--- config.mk ---
export PLATFORM = sky130hd
export DESIGN_NAME = pipelined_bypass_hazard_unit_flat
export DESIGN_NICKNAME = d
export VERILOG_FILES = /design/src/rtl/pipelined_bypass_hazard_unit_if.sv /design/src/rtl/pipelined_bypass_hazard_unit.sv /design/src/flat_wrapper.sv
export SDC_FILE = /design/constraint.sdc
export NUM_CORES = 1
export LEC_CHECK = 0
export ABC_AREA = 1
export CORE_UTILIZATION = 33
export DETAILED_ROUTE_END_ITERATION = 8
export GPL_TIMING_DRIVEN = 0
export HOLD_SLACK_MARGIN = 0.12
export PLACE_DENSITY = 0.76
export SLEW_MARGIN = 10
export SYNTH_ARGS = -nofsm -noshare
export SYNTH_HDL_FRONTEND = slang
export SYNTH_SLANG_ARGS = --single-unit
--- constraint.sdc ---
create_clock -name clock -period 1.2 [get_ports clock]
set_input_delay 0.12 -clock clock [delete_from_list [all_inputs] [get_ports clock]]
set_output_delay 0.12 -clock clock [all_outputs]
set_load 0.02 [all_outputs]
--- src/rtl/pipelined_bypass_hazard_unit_if.sv ---
// rtl/pipelined_bypass_hazard_unit_if.sv - decode/stage hazard bus between pipeline control and the bypass unit
// master = pipeline control driving decode and stage state; slave = bypass/hazard unit.
interface pipelined_bypass_hazard_unit_if #(
  parameter int NUM_SRC    = 2,
  parameter int NUM_STAGES = 3,
  parameter int ADDR_W     = 5,
  parameter int SEL_W      = $clog2(NUM_STAGES + 1)
);
  logic [NUM_SRC*ADDR_W-1:0]    rs_addr;
  logic [NUM_SRC-1:0]           rs_valid;
  logic [NUM_STAGES*ADDR_W-1:0] stage_rd;
  logic [NUM_STAGES-1:0]        stage_wen;
  logic [NUM_STAGES-1:0]        stage_load;
  logic                         hold;
  logic                         flush;
  logic                         stall;
  logic [NUM_SRC*SEL_W-1:0]     bypass_sel;
  logic [31:0]                  stall_cycles;
  logic [31:0]                  bypass_events;

  modport master (
    output rs_addr, rs_valid, stage_rd, stage_wen, stage_load, hold, flush,
    input  stall, bypass_sel, stall_cycles, bypass_events
  );

  modport slave (
    input  rs_addr, rs_valid, stage_rd, stage_wen, stage_load, hold, flush,
    output stall, bypass_sel, stall_cycles, bypass_events
  );
endinterface

--- src/rtl/pipelined_bypass_hazard_unit.sv ---
// rtl/pipelined_bypass_hazard_unit.sv - operand bypass select and load-use stall generator
// Optional perf counters enabled by defining BYPASS_PERF_COUNTERS_EN.
module pipelined_bypass_hazard_unit #(
  parameter int NUM_SRC          = 2,
  parameter int NUM_STAGES       = 3,
  parameter int ADDR_W           = 5,
  parameter int LOAD_READY_STAGE = 1
) (
  input logic clock,
  input logic reset,
  pipelined_bypass_hazard_unit_if.slave bus
);
  localparam int SEL_W = $clog2(NUM_STAGES + 1);
  localparam int CNT_W = $clog2(NUM_STAGES) + 1;

  typedef enum logic {IDLE, STALL} state_t;

  state_t                   state_q, state_d;
  logic [CNT_W-1:0]         cnt_q, cnt_d;
  logic [NUM_SRC*SEL_W-1:0] sel_d, sel_q;
  logic                     detect;
  logic [CNT_W-1:0]         need;
  logic                     ld_hit;
  logic [CNT_W-1:0]         ld_need;
  logic                     stall_o;

  // Stages scanned oldest to youngest so the youngest match overwrites.
  always_comb begin
    sel_d   = '0;
    detect  = 1'b0;
    need    = '0;
    ld_hit  = 1'b0;
    ld_need = '0;
    for (int i = 0; i < NUM_SRC; i++) begin
      ld_hit  = 1'b0;
      ld_need = '0;
      for (int k = NUM_STAGES - 1; k >= 0; k--) begin
        if (bus.rs_valid[i] && bus.stage_wen[k] &&
            (bus.rs_addr[i*ADDR_W +: ADDR_W] == bus.stage_rd[k*ADDR_W +: ADDR_W]) &&
            (bus.rs_addr[i*ADDR_W +: ADDR_W] != '0)) begin
          sel_d[i*SEL_W +: SEL_W] = SEL_W'(k + 1);
          ld_hit  = bus.stage_load[k] && (k < LOAD_READY_STAGE);
          ld_need = (k < LOAD_READY_STAGE) ? CNT_W'(LOAD_READY_STAGE - k - 1) : '0;
        end
      end
      if (ld_hit) begin
        detect = 1'b1;
        if (ld_need > need) need = ld_need;
      end
    end
  end

  always_comb begin
    state_d = state_q;
    cnt_d   = cnt_q;
    stall_o = 1'b0;
    case (state_q)
      IDLE: begin
        stall_o = detect;
        if (detect && (need != '0)) begin
          state_d = STALL;
          cnt_d   = need;
        end
      end
      STALL: begin
        stall_o = 1'b1;
        if (cnt_q <= CNT_W'(1)) begin
          state_d = IDLE;
          cnt_d   = '0;
        end else begin
          cnt_d = cnt_q - CNT_W'(1);
        end
      end
      default: begin
        state_d = IDLE;
        cnt_d   = '0;
      end
    endcase
    if (bus.flush) begin
      state_d = IDLE;
      cnt_d   = '0;
    end else if (bus.hold) begin
      state_d = state_q;
      cnt_d   = cnt_q;
    end
  end

  always_ff @(posedge clock or posedge reset) begin
    if (reset) begin
      state_q <= IDLE;
      cnt_q   <= '0;
      sel_q   <= '0;
    end else begin
      state_q <= state_d;
      cnt_q   <= cnt_d;
      if (bus.flush)      sel_q <= '0;
      else if (bus.hold)  sel_q <= sel_q;
      else if (stall_o)   sel_q <= '0;
      else                sel_q <= sel_d;
    end
  end

  assign bus.stall      = stall_o;
  assign bus.bypass_sel = sel_q;

`ifdef BYPASS_PERF_COUNTERS_EN
  logic [31:0] stall_cnt_q;
  logic [31:0] byp_cnt_q;

  always_ff @(posedge clock or posedge reset) begin
    if (reset) begin
      stall_cnt_q <= '0;
      byp_cnt_q   <= '0;
    end else begin
      if (stall_o && !bus.hold && !bus.flush && (stall_cnt_q != 32'hFFFF_FFFF))
        stall_cnt_q <= stall_cnt_q + 32'd1;
      if (!bus.hold && !stall_o && (|sel_d) && (byp_cnt_q != 32'hFFFF_FFFF))
        byp_cnt_q <= byp_cnt_q + 32'd1;
    end
  end

  assign bus.stall_cycles  = stall_cnt_q;
  assign bus.bypass_events = byp_cnt_q;
`else
  assign bus.stall_cycles  = 32'd0;
  assign bus.bypass_events = 32'd0;
`endif
endmodule

--- src/flat_wrapper.sv ---
// flat-port wrapper written by rule: the top's interface ports become plain ports
module pipelined_bypass_hazard_unit_flat 
#(
  parameter int NUM_SRC          = 2,
  parameter int NUM_STAGES       = 3,
  parameter int ADDR_W           = 5,
  parameter int LOAD_READY_STAGE = 1
)
  (clock, reset, bus_rs_addr, bus_rs_valid, bus_stage_rd, bus_stage_wen, bus_stage_load, bus_hold, bus_flush, bus_stall, bus_bypass_sel, bus_stall_cycles, bus_bypass_events);
  pipelined_bypass_hazard_unit_if #(.NUM_SRC(NUM_SRC), .NUM_STAGES(NUM_STAGES), .ADDR_W(ADDR_W)) bus_i ();
  input logic clock;
  input logic reset;
  input wire logic [$bits(bus_i.rs_addr)-1:0] bus_rs_addr;
  input wire logic [$bits(bus_i.rs_valid)-1:0] bus_rs_valid;
  input wire logic [$bits(bus_i.stage_rd)-1:0] bus_stage_rd;
  input wire logic [$bits(bus_i.stage_wen)-1:0] bus_stage_wen;
  input wire logic [$bits(bus_i.stage_load)-1:0] bus_stage_load;
  input wire logic [$bits(bus_i.hold)-1:0] bus_hold;
  input wire logic [$bits(bus_i.flush)-1:0] bus_flush;
  output wire logic [$bits(bus_i.stall)-1:0] bus_stall;
  output wire logic [$bits(bus_i.bypass_sel)-1:0] bus_bypass_sel;
  output wire logic [$bits(bus_i.stall_cycles)-1:0] bus_stall_cycles;
  output wire logic [$bits(bus_i.bypass_events)-1:0] bus_bypass_events;
  assign bus_i.rs_addr = bus_rs_addr;
  assign bus_i.rs_valid = bus_rs_valid;
  assign bus_i.stage_rd = bus_stage_rd;
  assign bus_i.stage_wen = bus_stage_wen;
  assign bus_i.stage_load = bus_stage_load;
  assign bus_i.hold = bus_hold;
  assign bus_i.flush = bus_flush;
  assign bus_stall = bus_i.stall;
  assign bus_bypass_sel = bus_i.bypass_sel;
  assign bus_stall_cycles = bus_i.stall_cycles;
  assign bus_bypass_events = bus_i.bypass_events;
  pipelined_bypass_hazard_unit #(.NUM_SRC(NUM_SRC), .NUM_STAGES(NUM_STAGES), .ADDR_W(ADDR_W), .LOAD_READY_STAGE(LOAD_READY_STAGE)) u_core (.clock(clock), .reset(reset), .bus(bus_i));
endmodule
==> results.json <==
{
  "drtIter0Drc": 62,
  "drive_above_1_share_pct": 40.1,
  "r2r_cells": 7,
  "initial_utilization_pct": 35.4,
  "leakage_nw": 1.71,
  "clk-insertion-delay-late_ps": 230,
  "r2r-end": "u_core.cnt_q[2]",
  "syn2layout_area_growth_pct": 67.2,
  "synth_top_family_by_area": "buffers and inverters",
  "hold_violations": 0,
  "cts_tree": "built",
  "ant_nets": 0,
  "die_x_um": 71.6,
  "worst-setup-path-type": "register to register",
  "rrSetupSlack_ps": 3,
  "setup_viol": 0,
  "pin_count": 106,
  "drv_slew": 0,
  "post-route-period-util_pct": 99.7,
  "end_kind": "register",
  "critPathBufInv": 2,
  "ir_drop_mv": 0.378,
  "synth.area.mux_share_pct": 0,
  "grt_pass1_wl_um": 6750,
  "grtUsageTotal_pct": 16.3,
  "powerDensity_nw_per_um2": 556,
  "cp_max_fo": 3,
  "slowest_delay_ps": 360,
  "synth_area_leaders": "buf_4 30%, nand2_1 26%, dfrtp_1 13%",
  "crit_arrival_ps": 1370,
  "async_flop_share_pct": 100,
  "grt_pass1_vias": 1668,
  "synthSimpleGateAreaFrac_pct": 38.8,
  "die_h_um": 71.6,
  "min_path_type": "input port to async pin",
  "drt_first_pass_iters": 4,
  "fmax_ghz": 0.836,
  "p_total_mw": 1.49,
  "synth.distinct_cells": 23,
  "antenna_found_initial": 0,
  "status": "complete, no violations",
  "diodes": 0,
  "gp_congestion": 0.933,
  "drc": 0,
  "r2r-start": "u_core.cnt_q[1]",
  "finalCriticalPeriod_ps": 1200,
  "synth_top_cell_by_area": "buf_4",
  "drt-met1-wl_um": 1690,
  "wl_um": 4560,
  "path_cells": "inv_2 > ha_4 > o21bai_1 > and2_4 > a211oi_2 > o21ai_1 > inv_1",
  "max_cap_violations": 0,
  "dp.cells": 444,
  "crit_path_start_kind": "register",
  "design.core.area_um2": 4500,
  "synth_top_cells_by_count": "112 x nand2_1, 64 x buf_4, 35 x inv_1",
  "ys_seq_area_share_pct": 12.5,
  "cts-root-buf": "clkbuf_8",
  "synthXorXnorAreaFrac_pct": 0.549,
  "highest_layer": "met4",
  "synth-main-ff-cell": "dfrtp_1",
  "place_hpwl_um": 3330,
  "numPortBuffers": 39,
  "rsz0062_at_grt": "yes",
  "numCtsBuffers": 3,
  "ctsHoldBuffers": 0,
  "synth.most_common_cell": "nand2_1",
  "grt-ovfl-total": 0,
  "setup_slack_ps": 3.49,
  "tns_ps": 0,
  "syn_avg_cell_area_um2": 5.51,
  "route.met2.wl_um": 2450,
  "nFillCells": 429,
  "clk_pin_slew_worst_paths_ps": 40,
  "synth-compound-area-share_pct": 6.11,
  "num_vias": 1941,
  "nNetsFinal": 467,
  "h-tree-depth": 1,
  "final_cells": 478,
  "wl_met3_um": 341,
  "crit_slowest_cell": "dfrtp_1",
  "grt_max_degree": 9,
  "cp.required_ps": 1370,
  "synth_edf_count": 0,
  "synth.top_cell.area_share_pct": 30.1,
  "routed_via_density": 4.06,
  "synth_area_um2": 1600,
  "synthCells": 290,
  "skew_ps": 4.15,
  "clockBufferDepth": 2,
  "wl_per_cell_um": 9.54,
  "dp_slack_ps": -945,
  "synth_fa_ha_area_share_pct": 1.57,
  "synth_warnings": 0,
  "crit_family": "compound AO/OA/AOI/OAI gates",
  "cts_sinks": 8,
  "rows": 24,
  "synth-seq-cells": 8,
  "die_area_um2": 5120
}
-- cell type report --
| cell class | count | area [µm²] | area share [%] |
|---|---|---|---|
| Multi-Input combinational cell | 238 | 1120 | 42.1 |
| Sequential cell | 8 | 200 | 7.50 |
| Inverter | 43 | 171 | 6.42 |
| Clock buffer | 3 | 41.3 | 1.55 |
| Timing Repair Buffer | 70 | 588 | 22.0 |
| Tap cell | 52 | 65.1 | 2.44 |
| Buffer | 64 | 480 | 18.0 |
-- power by group --
group | leakage [nW] | internal, mW | switching [mW]
logic | 1.58 | 0.385 | 0.483
clock network | 0.0216 | 0.217 | 0.105
registers | 0.109 | 0.284 | 0.0112
-- sequential cells by signal, indices dropped and copies added (netlist names) --
register               count
u_core.cnt_q               3
u_core.bus.bypass_sel      4
u_core.state_q             1
-- worst max-delay path by stage --
stage	to	cells after the start	start	slack (ps)
6_report	u_core.cnt_q[2]	7	u_core.cnt_q[1]	3
3_5_place_dp	bus_stall	12	bus_rs_addr[3]	-950
2_1_floorplan	u_core.cnt_q[2]	6	u_core.cnt_q[0]	40
4_1_cts	bus_stall	11	bus_stage_rd[2]	-10
5_1_grt	u_core.cnt_q[2]	7	u_core.cnt_q[1]	-90
3_3_place_gp	bus_stall	12	bus_rs_addr[3]	-910
-- timing repair --
item,CTS,global route
buffers inserted,23,8
gates resized for setup,99,62
setup endpoints to repair,12,9
pin swaps,20,22
-- cells in the final DEF (no fill, tap or decap), types with 2 or more instances in the layout --
master and instances:
a21oi_2 3, nor2_4 4, nand2_2 13, inv_1 29
inv_2 10, buf_4 97, clkbuf_8 3, clkbuf_2 2
nor2_1 14, nor2_2 10, buf_6 5, nand2_1 101
dfrtp_1 8, dlymetal6s2s_1 7, conb_1 64, inv_4 4
clkdlybuf4s50_1 4, o21ai_1 3, dlygate4sd2_1 9, buf_2 8
nand3_1 4, nand3_2 4, a21oi_1 6, nand4_1 2
-- layer usage --
metal	track usage (%)	vias to the layer above
met5	0	-
met4	5.01	0
met3	2.25	10
met2	32.4	85
met1	17.7	840
li1	-	1006
-- stage by stage --
stage	hold slack, ps	area [µm²]	util (%)
2_1_floorplan	-64.3	1830	-
3_3_place_gp	387	2290	50.8
3_5_place_dp	406	2290	50.8
4_1_cts	161	2500	55.4
5_1_grt	189	2670	59.3
6_report	165	2670	59.3
-- cell families (layout without fill, tap and decap cells) --
logic type | count (synthesis) | count (layout)
simple gates | 155 | 155
buf+inv | 107 | 180
compound gates | 16 | 16
flops | 8 | 8
fa+ha+maj | 2 | 2
other cells | 1 | 64
xor+xnor | 1 | 1
No activity file was read; power rests on OpenSTA's default activity.
